==> config.mk <==
export PLATFORM = sky130hd
export DESIGN_NAME = mtm_alu_deserializer
export DESIGN_NICKNAME = d
export VERILOG_FILES = /design/src/rtl/mtm_alu_pkg.sv /design/src/rtl/mtm_alu_frame_rx.sv /design/src/rtl/mtm_alu_deserializer.sv
export SDC_FILE = /design/constraint.sdc
export NUM_CORES = 1
export LEC_CHECK = 0
export ABC_AREA = 0
export CORE_MARGIN = 4
export CORE_UTILIZATION = 55
export DETAILED_ROUTE_END_ITERATION = 7
export HOLD_SLACK_MARGIN = 0.03
export PLACE_DENSITY = 0.86
export SETUP_SLACK_MARGIN = 0.3
export SYNTH_ARGS = -nofsm -noshare
export SYNTH_HDL_FRONTEND = slang
export SYNTH_SLANG_ARGS = --single-unit
==> constraint.sdc <==
create_clock -name clk -period 5.2 [get_ports clk]
set_clock_uncertainty 0.05 [all_clocks]
set_input_delay 0.78 -clock clk [delete_from_list [all_inputs] [get_ports clk]]
set_output_delay 0.78 -clock clk [all_outputs]
set_load 0.02 [all_outputs]
==> src/rtl/mtm_alu_pkg.sv <==
// rtl/mtm_alu_pkg.sv - shared constants, opcodes and CRC-4 helper for the mtm_Alu serial front end
package mtm_alu_pkg;

    localparam int FRAME_BITS = 11;

    localparam logic IND_DATA = 1'b0;
    localparam logic IND_CMD  = 1'b1;

    typedef enum logic [2:0] {
        OP_AND = 3'b000,
        OP_OR  = 3'b001,
        OP_ADD = 3'b100,
        OP_SUB = 3'b101
    } op_t;

    // Bit positions inside err_flags_o = {ERR_DATA, ERR_CRC, ERR_OP}
    localparam int ERR_DATA = 2;
    localparam int ERR_CRC  = 1;
    localparam int ERR_OP   = 0;

    // Galois LFSR x^4+x+1, init 0, message consumed MSB first
    function automatic logic [3:0] crc4_68(input logic [67:0] d);
        logic [3:0] crc;
        logic       fb;
        crc = 4'b0000;
        for (int i = 67; i >= 0; i--) begin
            fb  = crc[3] ^ d[i];
            crc = {crc[2:0], 1'b0} ^ (fb ? 4'b0011 : 4'b0000);
        end
        return crc;
    endfunction

endpackage

==> src/rtl/mtm_alu_frame_rx.sv <==
// rtl/mtm_alu_frame_rx.sv - start-bit detect and frame capture; flags the stop-bit cycle to the packet FSM
module mtm_alu_frame_rx #(
    parameter int FRAME_BITS = 11
) (
    input  logic       clk,
    input  logic       rst,
    input  logic       sin,
    output logic       frame_valid,
    output logic       frame_type,
    output logic [7:0] frame_byte,
    output logic       frame_err
);
    import mtm_alu_pkg::*;

    typedef enum logic {RX_IDLE, RX_BITS} rx_state_t;

    localparam int              CNT_W    = $clog2(FRAME_BITS);
    localparam logic [CNT_W-1:0] STOP_IDX = CNT_W'(FRAME_BITS - 2);

    rx_state_t               state, state_nxt;
    logic [CNT_W-1:0]        bit_cnt;
    logic [FRAME_BITS-3:0]   shreg;

    always_ff @(posedge clk) begin
        if (rst) begin
            state   <= RX_IDLE;
            bit_cnt <= '0;
            shreg   <= '0;
        end else begin
            state <= state_nxt;
            if (state == RX_IDLE) begin
                bit_cnt <= '0;
            end else begin
                bit_cnt <= bit_cnt + 1'b1;
                // Stop bit is judged live on sin, never stored
                if (bit_cnt != STOP_IDX)
                    shreg <= {shreg[FRAME_BITS-4:0], sin};
            end
        end
    end

    always_comb begin
        state_nxt   = state;
        frame_valid = 1'b0;
        case (state)
            RX_IDLE: if (!sin) state_nxt = RX_BITS;
            RX_BITS: begin
                if (bit_cnt == STOP_IDX) begin
                    frame_valid = 1'b1;
                    state_nxt   = RX_IDLE;
                end
            end
            default: state_nxt = RX_IDLE;
        endcase
    end

    assign frame_type = shreg[FRAME_BITS-3];
    assign frame_byte = shreg[7:0];
    assign frame_err  = ~sin;

endmodule

==> src/rtl/mtm_alu_deserializer.sv <==
// rtl/mtm_alu_deserializer.sv - packet assembly, CRC/opcode checking and result pulses for mtm_Alu
module mtm_alu_deserializer #(
    parameter int DATA_FRAMES = 8,
    parameter int FRAME_BITS  = 11
) (
    input  logic        clk,
    input  logic        rst,
    input  logic        sin,
    output logic [31:0] a_o,
    output logic [31:0] b_o,
    output logic [2:0]  op_o,
    output logic        valid_o,
    output logic        err_o,
    output logic [2:0]  err_flags_o
);
    import mtm_alu_pkg::*;

    localparam int               CNT_W = $clog2(DATA_FRAMES + 1);
    localparam logic [CNT_W-1:0] FULL  = CNT_W'(DATA_FRAMES);

    logic             frame_valid, frame_type, frame_err;
    logic [7:0]       frame_byte;
    logic [CNT_W-1:0] data_cnt;
    logic             overflow;
    logic [63:0]      data_sh;
    logic [2:0]       cmd_op;
    logic             data_ok, crc_ok, op_ok;

    mtm_alu_frame_rx #(.FRAME_BITS(FRAME_BITS)) u_frame_rx (
        .clk         (clk),
        .rst         (rst),
        .sin         (sin),
        .frame_valid (frame_valid),
        .frame_type  (frame_type),
        .frame_byte  (frame_byte),
        .frame_err   (frame_err)
    );

    // data_sh ends up as {B, A}: first byte received lands in B[31:24]
    assign cmd_op  = frame_byte[6:4];
    assign data_ok = (data_cnt == FULL) && !overflow;
    assign crc_ok  = crc4_68({data_sh, 1'b1, cmd_op}) == frame_byte[3:0];
    assign op_ok   = cmd_op inside {OP_AND, OP_OR, OP_ADD, OP_SUB};

    always_ff @(posedge clk) begin
        if (rst) begin
            data_cnt    <= '0;
            overflow    <= 1'b0;
            data_sh     <= '0;
            a_o         <= '0;
            b_o         <= '0;
            op_o        <= '0;
            valid_o     <= 1'b0;
            err_o       <= 1'b0;
            err_flags_o <= '0;
        end else begin
            valid_o     <= 1'b0;
            err_o       <= 1'b0;
            err_flags_o <= '0;
            if (frame_valid) begin
                if (frame_err) begin
                    overflow <= 1'b1;
                end else if (frame_type == IND_DATA) begin
                    if (data_cnt < FULL) begin
                        data_sh  <= {data_sh[55:0], frame_byte};
                        data_cnt <= data_cnt + 1'b1;
                    end else begin
                        overflow <= 1'b1;
                    end
                end else begin
                    data_cnt <= '0;
                    overflow <= 1'b0;
                    if (!data_ok) begin
                        err_o                 <= 1'b1;
                        err_flags_o[ERR_DATA] <= 1'b1;
                    end else if (!crc_ok) begin
                        err_o                <= 1'b1;
                        err_flags_o[ERR_CRC] <= 1'b1;
                    end else if (!op_ok) begin
                        err_o               <= 1'b1;
                        err_flags_o[ERR_OP] <= 1'b1;
                    end else begin
                        valid_o <= 1'b1;
                        b_o     <= data_sh[63:32];
                        a_o     <= data_sh[31:0];
                        op_o    <= cmd_op;
                    end
                end
            end
        end
    end

endmodule
==> flow_metrics.env, run 1 <==
export IMPL_holdBufCountCts=0
export IMPL_die_x_um=118.9
export IMPL_postSynthCellCount=711
export IMPL_layout_commonest_cell="dfxtp_1"
export IMPL_io_buffers=74
export IMPL_synth_nets=718
export IMPL_synth_top_area_cell="dfxtp_1"
export IMPL_core_area_um2=12010
export IMPL_power_density_nw_per_um2=302.4
export IMPL_grt_use_total_pct=22.34
export IMPL_switchingPower_uw=520.7
export IMPL_yosysTopAreaCellShare_pct=45.91
export IMPL_remaining_drc_errors=0
export IMPL_dp_hpwl_um=10350
export IMPL_fmax_ghz=0.2228
export IMPL_regToRegSetupSlack_ns=0.71
export IMPL_final_cell_mix="155 x dfxtp_1, 132 x nand2_1, 91 x nor2_1"
export IMPL_dr_wl_met2_um=7554
export IMPL_slowest_stage="xnor3_1"
export IMPL_top_layer="met4"
export IMPL_start_util_pct=56.27
export IMPL_synth_area_top_cells="dfxtp_1 46%, mux2i_1 11%, xnor2_1 9.1%"
export IMPL_io_pin_count=75
export IMPL_postCtsSetupBuffers=0
export IMPL_cts_root_buf="clkbuf_16"
export IMPL_gp_congestion=0.8603
export IMPL_antenna_cells=0
export IMPL_grt_max_degree=79
export IMPL_worst_setup_path_end_kind="register"
export IMPL_synth_cell_types=30
export IMPL_reg2reg_depth=11
export IMPL_grt_overflow=0
export IMPL_intPower_mw=1.930
export IMPL_period_needed_ns=4.489
export IMPL_setup_slack_ns=0.7108
export IMPL_vias_per_cell=5.425
export IMPL_comb_power_share_pct=1.3
export IMPL_antenna_found_initial=0
export IMPL_required_ns=5.43
export IMPL_clk_path_buf_depth=2
export IMPL_path_cells="xor2_1 -> xnor3_1 -> xnor3_1 -> xnor3_1 -> xor3_1 -> xor2_1 -> or3_1 -> a2111oi_4 -> buf_4 -> mux2i_1 -> nor2_1"
export IMPL_ant_nets=0
export IMPL_path_max_fanout=31
export IMPL_post_cts_resized=0
export IMPL_area_growth_pct=19.90
export IMPL_maxCapViolCount=0
export IMPL_wl_met1_um=6651
export IMPL_p_leak_nw=2.888
export IMPL_yosys_register_bits=155
export IMPL_r2r_end="a_o[13]"
export IMPL_drive_gt1_share_pct=5.256
export IMPL_worst_pin_slew_ns=1.146
export IMPL_synth_area_per_cell_um2=9.506
export IMPL_syn_cell_area_um2=6759
export IMPL_dieArea_um2=14130
export IMPL_hp_start="u_frame_rx.shreg[7]"
export IMPL_worstHoldPathCells=2
export IMPL_clock_latency_ns=0.43
export IMPL_crit_type="reg2reg"
export IMPL_ir_worst_vdd_v=0.0002609
export IMPL_drtIter0Drc=325
export IMPL_seqPwrFrac_pct=48.6
export IMPL_placementRows=40
export IMPL_cts_sinks=155
export IMPL_hold_violations=0
export IMPL_htreeDepth=4
export IMPL_finalWirelength_um=15320
export IMPL_wl_met3_um=833
export IMPL_nets=774
export IMPL_die_h_um=118.9
export IMPL_power_mw=2.451
export IMPL_worstPathArrival_ns=4.72
export IMPL_pre_cts_slack_ns=0.7316
export IMPL_dp_cells=895
export IMPL_pwr_share_clk_pct=50.1
export IMPL_rsz0062_at_grt="false"
export IMPL_slew_headroom_pct=23.60
export IMPL_reg2reg_from="data_sh[60]"
export IMPL_cts_made_buffers=17
export IMPL_dr_total_vias=5029
export IMPL_detailedRoute_firstPassIterationCount=5
export IMPL_whs_endpoint="data_sh[7]"
export IMPL_seq_area_frac_synth_pct=45.91
export IMPL_startpoint_type="register"
export IMPL_clk_pin_slew_ns=0.06
export IMPL_status="finished, final reports clean"
export IMPL_hold_path_class="reg2reg"
export IMPL_grt_pass1_vias=5015
export IMPL_stdcell_count=927
export IMPL_crit_top_cell="xnor3_1"
export IMPL_ys_warn_count=0
export IMPL_max_stage_delay_ns=0.50
export IMPL_finalCritPeriodShare_pct=86.33
export IMPL_setup_tns_ns=0
export IMPL_cts_tree="done"
export IMPL_avgRoutedWirePerCell_um=16.52
export IMPL_setup_viol=0
export IMPL_grt_pass1_wl_um=25070
export IMPL_p_sw_share_pct=21.25
export IMPL_final_max_slew_violation_count=0
[synthesized netlist by cell type (all sizes together)]
cell type  count
nand2b         3
a2111oi        1
nor3           7
mux2i         76
dfxtp        155
xnor2         71
nand3b         1
nor4bb         1
nor2b          1
clkbuf        33
or3            2
nand2        132
xor2          18
xnor3         16
nor2          91
and2           2
buf            8
xor3           3
nand3          4
and4           1
inv            5
a21oi         72
nor3b          2
ha             4
a211oi         1
and3           1
[metrics by stage]
| stage | util (%) | area, um^2 | hold WS, ns |
|---|---|---|---|
| global placement | 62.50 | 7507 | 0.3910 |
| detailed placement | 62.50 | 7507 | 0.4208 |
| CTS | 67.47 | 8104 | 0.4257 |
| global route | 67.47 | 8104 | 0.4421 |
| floorplan | - | 6759 | 0.3834 |
| finish | 67.47 | 8104 | 0.4248 |
[per-layer routing]
metal,vias to the layer above,track usage (%)
met2,161,36.55
met3,22,5.651
met4,0,9.051
met5,-,0
met1,2406,28.30
li1,2440,-
[worst max-delay path, delay by kind of cell, from the launching register on]
kind | cells | cell delay (ns)
xor+xnor | 6 | 2.13
flops | 1 | 0.40
compound gates | 1 | 0.45
buf+inv | 1 | 0.50
mux | 1 | 0.27
simple gates | 2 | 0.50
[cell families after synthesis]
logic type | Yosys count | synth area share, %
and+or+nand+nor | 248 | 14.64
DFF | 155 | 45.91
xor gates and xnor gates | 108 | 18.03
muxes | 76 | 11.26
AOI/OAI and AO/OA | 74 | 5.850
buffers and inverters | 46 | 3.573
adders and majority gates | 4 | 0.7405
[registers in the layout, indices dropped and copies added (netlist names)]
name and flops:
data_sh 64, err_o 1, a_o 32, err_flags_o 3
u_frame_rx.state 1, u_frame_rx.bit_cnt 4, b_o 32, op_o 3
data_cnt 4, overflow 1, u_frame_rx.shreg 9, valid_o 1
[power groups by stage]
stage / logic (mW) / clock network, mW / registers (mW)
2_1_floorplan: 0.0260 / 0 / 1.22
3_3_place_gp: 0.0302 / 0 / 1.22
3_5_place_dp: 0.0314 / 0 / 1.22
4_1_cts: 0.0316 / 1.24 / 1.19
5_1_grt: 0.0351 / 1.30 / 1.19
6_report: 0.0317 / 1.23 / 1.19
[worst max-delay path by stage]
stage	startpoint	endpoint	slack, ns	depth (start not counted)
after floorplan	data_sh[61]	a_o[28]	1.23	12
after global placement	data_sh[61]	a_o[6]	0.89	11
after detailed placement	data_sh[60]	a_o[13]	0.73	11
after CTS	data_sh[60]	a_o[13]	0.70	11
after global routing	data_sh[60]	op_o[2]	0.47	11
final	data_sh[60]	a_o[13]	0.71	11
[area by class of cell]
| type | instances | area (um^2) |
|---|---|---|
| fillers | 909 | 3908 |
| multi-input cells | 510 | 3421 |
| flip-flops and latches | 155 | 3103 |
| repair buffers | 78 | 780.7 |
| clock buffers | 19 | 452.9 |
| well taps | 147 | 183.9 |
| clock inverters | 13 | 143.9 |
| inverters | 5 | 18.77 |
No activity file was read; power rests on OpenSTA's default activity.
==> run 2, diff against run 1 <==
CAP_MARGIN = 30   (was unset)
==> run 2 against run 1 <==
  * Critical endpoint unchanged
  * Power down 1.9%
  * Clock power down 4%
  * Largest cell class unchanged
  * Non-clock buffer count up 1
  * Global-route usage down 0.46 points
  * Maximum frequency down 0.18%
  * Sequential share of layout area about the same
  * Register-to-register slack about the same
==> flow_metrics.env, run 2 (synthesis results as in run 1) <==
export IMPL_status="finished, final reports clean"
export IMPL_io_pin_count=75
export IMPL_worstPathArrival_ns=4.72
export IMPL_fmax_ghz=0.2224
export IMPL_start_util_pct=56.27
export IMPL_htreeDepth=4
export IMPL_placementRows=40
export IMPL_ir_worst_vdd_v=0.0002256
export IMPL_clk_pin_slew_ns=0.06
export IMPL_cts_made_buffers=17
export IMPL_clk_path_buf_depth=2
export IMPL_dp_hpwl_um=10470
export IMPL_setup_viol=0
export IMPL_remaining_drc_errors=0
export IMPL_rsz0062_at_grt="false"
export IMPL_slowest_stage="xnor3_1"
export IMPL_drtIter0Drc=415
export IMPL_power_density_nw_per_um2=297.1
export IMPL_final_max_slew_violation_count=0
export IMPL_grt_pass1_vias=4931
export IMPL_fillCellCount=897
export IMPL_die_x_um=118.9
export IMPL_cts_tree="done"
export IMPL_path_max_fanout=31
export IMPL_stdcell_area_um2=8095
export IMPL_clock_latency_ns=0.42
export IMPL_setup_tns_ns=0
export IMPL_period_needed_ns=4.497
export IMPL_vias_per_cell=5.431
export IMPL_top_regs="data_sh: 64 flops, a_o: 32 flops, b_o: 32 flops"
export IMPL_grt_max_degree=79
export IMPL_hold_path_class="reg2reg"
export IMPL_p_leak_nw=2.891
export IMPL_regArea_um2=3103
export IMPL_die_h_um=118.9
export IMPL_max_stage_delay_ns=0.50
export IMPL_multi_input_area_um2=3421
export IMPL_finalCritPeriodShare_pct=86.48
export IMPL_core_area_um2=12010
export IMPL_crit_top_cell="xnor3_1"
export IMPL_nets=775
export IMPL_post_dp_cell_area_um2=7527
export IMPL_grt_pass1_wl_um=24610
export IMPL_antenna_found_initial=0
export IMPL_worst_setup_path_end_kind="register"
export IMPL_holdBufCountCts=0
export IMPL_gp_congestion=0.8603
export IMPL_finalWirelength_um=15290
export IMPL_drive_gt1_share_pct=5.128
export IMPL_avgRoutedWirePerCell_um=16.49
export IMPL_postCtsSetupBuffers=0
export IMPL_ant_nets=0
export IMPL_maxCapViolCount=0
export IMPL_dieArea_um2=14130
export IMPL_path_cells="xor2_1 -> xnor3_1 -> xnor3_1 -> xnor3_1 -> xor3_1 -> xor2_1 -> or3_1 -> a2111oi_4 -> buf_4 -> mux2i_1 -> nor2_1"
export IMPL_final_cell_mix="155 x dfxtp_1, 132 x nand2_1, 91 x nor2_1"
export IMPL_area_growth_pct=19.77
export IMPL_slew_headroom_pct=47.25
export IMPL_largest_register_ffs=64
export IMPL_crit_type="reg2reg"
export IMPL_post_cts_resized=0
export IMPL_io_buffers=74
export IMPL_cts_root_buf="clkbuf_16"
export IMPL_detailedRoute_firstPassIterationCount=5
export IMPL_antenna_cells=0
export IMPL_dr_total_vias=5035
export IMPL_required_ns=5.42
export IMPL_hold_violations=0
export IMPL_grt_overflow=0
export IMPL_worst_pin_slew_ns=0.7913
export IMPL_startpoint_type="register"
export IMPL_largest_register="data_sh"
export IMPL_grt_use_total_pct=21.88
export IMPL_cts_sinks=155
export IMPL_layout_commonest_cell="dfxtp_1"
run 2: cell types whose count changed in the layout (fill, tap and decap cells not counted), sizes merged:
cell	before	now
clkinv	6	7
buf	5	6
clkinvlp	4	3
inv	6	5
run 2: layer usage:
layer	up-vias	share of wire, %	GRT usage, %
li1	2441	-	-
met1	2408	43	27.37
met2	160	50	36.38
met3	26	5.3	6.268
met4	0	1.8	7.386
met5	-	0	0
run 2: final timing paths:
path	from	end	slack [ns]	cells past startpoint
max	data_sh[60]	a_o[13]	0.70	11
min	op_o[1]	op_o[1]	0.43	1
max reg2reg	data_sh[60]	a_o[13]	0.70	11
min reg2reg	op_o[1]	op_o[1]	0.43	1
run 2: report_power, final:
group	switching [mW]	internal (mW)	total, mW
Clock	0.470	0.711	1.18
Combinational	0.0241	0.00793	0.0321
Sequential	0.00267	1.19	1.19
run 2: critical path: cells and delay by family (launching register included):
| family | cells | cell delay (ns) |
|---|---|---|
| mux | 1 | 0.27 |
| simple gates | 2 | 0.51 |
| flops | 1 | 0.41 |
| buf+inv | 1 | 0.50 |
| compound gates | 1 | 0.45 |
| xor+xnor | 6 | 2.14 |
run 2: final cells by class:
| cell class | count | share of cell area [%] |
|---|---|---|
| Clock buffer | 19 | 5.471 |
| Tap cell | 147 | 2.272 |
| Inverter | 5 | 0.2318 |
| Timing Repair Buffer | 79 | 9.892 |
| Clock inverter | 12 | 1.546 |
| Multi-Input combinational cell | 510 | 42.26 |
| Sequential cell | 155 | 38.33 |
run 2: per-stage QoR:
stage                     hold WS (ns)  total power, mW  setup slack (ns)  instances  util (%)
final                           0.4258            2.405            0.7028        927     67.40
after global routing            0.4419            2.477            0.4712        927     67.40
after CTS                       0.4292            2.421            0.6912        927     67.40
after global placement          0.3910            1.248            0.8924        895     62.50
after detailed placement        0.4208            1.250            0.7137        896     62.67
after floorplan                 0.3834            1.243             1.229        711         -
==> run 3, diff against run 2 <==
SYNTH_HIERARCHICAL = 1   (was unset)
==> run 3 against run 2 <==
  * Worst setup slack improved by 0.30 ns
  * Sequential power hardly changed
  * First-iteration DRC count increased by 46%
  * Non-clock buffer count grew 3
  * Sequential cell count unchanged
  * Register-to-register slack improved by 0.30 ns
  * Cell count increased by 9.5%
  * Area after synthesis increased by 3.9%
  * Utilization shrank 0.80 points
  * Critical endpoint is now op_o[1]
==> flow_metrics.env, run 3 <==
export IMPL_startpoint_type="register"
export IMPL_clk_path_buf_depth=2
export IMPL_stdcell_count=1015
export IMPL_fmax_ghz=0.2384
export IMPL_detailedRoute_firstPassIterationCount=5
export IMPL_cts_sinks=155
export IMPL_finalCritPeriodShare_pct=80.67
export IMPL_ant_nets=0
export IMPL_grt_use_total_pct=22.97
export IMPL_seq_area_frac_synth_pct=44.20
export IMPL_postCtsSetupBuffers=0
export IMPL_largest_register="data_sh"
export IMPL_die_h_um=121.0
export IMPL_holdBufCountCts=0
export IMPL_required_ns=5.47
export IMPL_synthArstFlopShare_pct=0
export IMPL_layout_commonest_cell="dfxtp_1"
export IMPL_avgRoutedWirePerCell_um=16.01
export IMPL_dr_total_vias=5683
export IMPL_dieArea_um2=14640
export IMPL_period_needed_ns=4.195
export IMPL_dp_cells=983
export IMPL_slew_headroom_pct=54.52
export IMPL_die_x_um=121.0
export IMPL_synth_area_top_cells="dfxtp_1 44%, a21oi_1 9.4%, xnor3_1 7.1%"
export IMPL_power_density_nw_per_um2=285.1
export IMPL_remaining_drc_errors=0
export IMPL_cts_tree="done"
export IMPL_gp_congestion=0.9028
export IMPL_vias_per_cell=5.599
export IMPL_worst_pin_slew_ns=0.6770
export IMPL_core_area_um2=12570
export IMPL_final_max_slew_violation_count=0
export IMPL_nets=837
export IMPL_synth_area_per_cell_um2=8.898
export IMPL_placementRows=41
export IMPL_antenna_found_initial=0
export IMPL_p_leak_nw=2.917
export IMPL_synth_commonest_cells="155 x dfxtp_1, 132 x a21oi_1, 131 x nand2_1"
export IMPL_io_pin_count=75
export IMPL_worstPathArrival_ns=4.46
export IMPL_io_buffers=74
export IMPL_max_stage_delay_ns=0.53
export IMPL_drive_gt1_share_pct=6.643
export IMPL_post_cts_resized=0
export IMPL_synthMostInstantiatedCell="dfxtp_1"
export IMPL_yosysTopAreaCellShare_pct=44.20
export IMPL_syn_cell_area_um2=7020
export IMPL_clock_latency_ns=0.43
export IMPL_slowest_stage="xnor3_2"
export IMPL_top_regs="data_sh: 64 flops, a_o: 32 flops, b_o: 32 flops"
export IMPL_cts_root_buf="clkbuf_16"
export IMPL_start_util_pct=55.86
export IMPL_power_mw=2.386
export IMPL_maxCapViolCount=0
export IMPL_cts_made_buffers=17
export IMPL_crit_type="reg2reg"
export IMPL_path_cells="xnor2_1 -> xnor3_2 -> xnor3_1 -> xnor3_1 -> xor2_1 -> xnor3_1 -> nor3_2 -> o21a_2 -> buf_12 -> nand2_1 -> and3b_1"
export IMPL_postSynthCellCount=789
export IMPL_antenna_cells=0
export IMPL_grt_overflow=0
export IMPL_synth_cell_types=44
export IMPL_ys_warn_count=6
export IMPL_synth_nets=796
export IMPL_hold_slack_ns=0.4101
export IMPL_htreeDepth=4
export IMPL_largest_register_ffs=64
export IMPL_dp_hpwl_um=10700
export IMPL_hold_violations=0
export IMPL_grt_max_degree=92
export IMPL_rsz0062_at_grt="false"
export IMPL_crit_top_cell="xnor3_1"
export IMPL_synth_flop_cell="dfxtp_1"
export IMPL_worst_setup_path_end_kind="register"
export IMPL_setup_viol=0
export IMPL_drtIter0Drc=604
export IMPL_area_growth_pct=19.23
export IMPL_hold_path_class="reg2reg"
export IMPL_synth_top_area_cell="dfxtp_1"
export IMPL_path_max_fanout=47
export IMPL_status="finished, final reports clean"
export IMPL_setup_tns_ns=0
export IMPL_yosys_register_bits=155
export IMPL_clk_pin_slew_ns=0.06
export IMPL_ir_worst_vdd_v=0.0001862
export IMPL_grt_pass1_wl_um=26990
export IMPL_synth_edf_count=0
export IMPL_finalWirelength_um=16250
export IMPL_final_cell_mix="155 x dfxtp_1, 132 x a21oi_1, 131 x nand2_1"
export IMPL_grt_pass1_vias=5494
-- run 3: area by class of cell --
class	instances	area, um^2
Multi-Input combinational cell	565	3627
Clock buffer	22	454.2
Timing Repair Buffer	82	843.3
Sequential cell	155	3103
Tap cell	172	215.2
Inverter	9	33.78
Clock inverter	10	93.84
Fill cell	996	4198
-- run 3: path summary, 6_finish.rpt --
check                      start    endpoint  slack (ns)  depth (start not counted)
max                  data_sh[52]     op_o[1]        1.01                         11
min reg2reg  u_frame_rx/shreg[7]  data_sh[7]        0.41                          2
min          u_frame_rx/shreg[7]  data_sh[7]        0.41                          2
max reg2reg          data_sh[52]     op_o[1]        1.01                         11
-- run 3: cell families after synthesis --
group           synth area share [%]
compound gates                 15.17
xor+xnor                       18.21
fa+ha+maj                     0.7129
buf+inv                        4.562
flops                          44.20
mux                            1.497
simple gates                   15.65
-- run 3: metal layers --
| layer | part of all wire [%] | routed length [um] | GRT usage [%] |
|---|---|---|---|
| met5 | 0 | 0 | 0 |
| met4 | 2.6 | 426 | 10.06 |
| met3 | 5.4 | 872 | 5.175 |
| met2 | 51 | 8311 | 38.97 |
| met1 | 41 | 6635 | 27.93 |
-- run 3: critical path, delay by kind of cell (launching register included) --
kind            cells  cell delay (ns)
flops               1             0.43
xor+xnor            6             2.22
compound gates      1             0.46
simple gates        3             0.61
buf+inv             1             0.27
-- run 3: stage by stage --
stage | util (%) | instance area, um^2 | setup slack (ns)
floorplan | - | 7020 | 1.557
global placement | 61.86 | 7775 | 1.120
detailed placement | 62.24 | 7823 | 1.057
CTS | 66.60 | 8371 | 1.020
global route | 66.60 | 8371 | 0.7796
finish | 66.60 | 8371 | 1.005
-- run 3: power breakdown --
part / switching, mW / internal (mW)
Combinational: 0.0277 / 0.0126
Clock: 0.484 / 0.670
Sequential: 0.00187 / 1.19
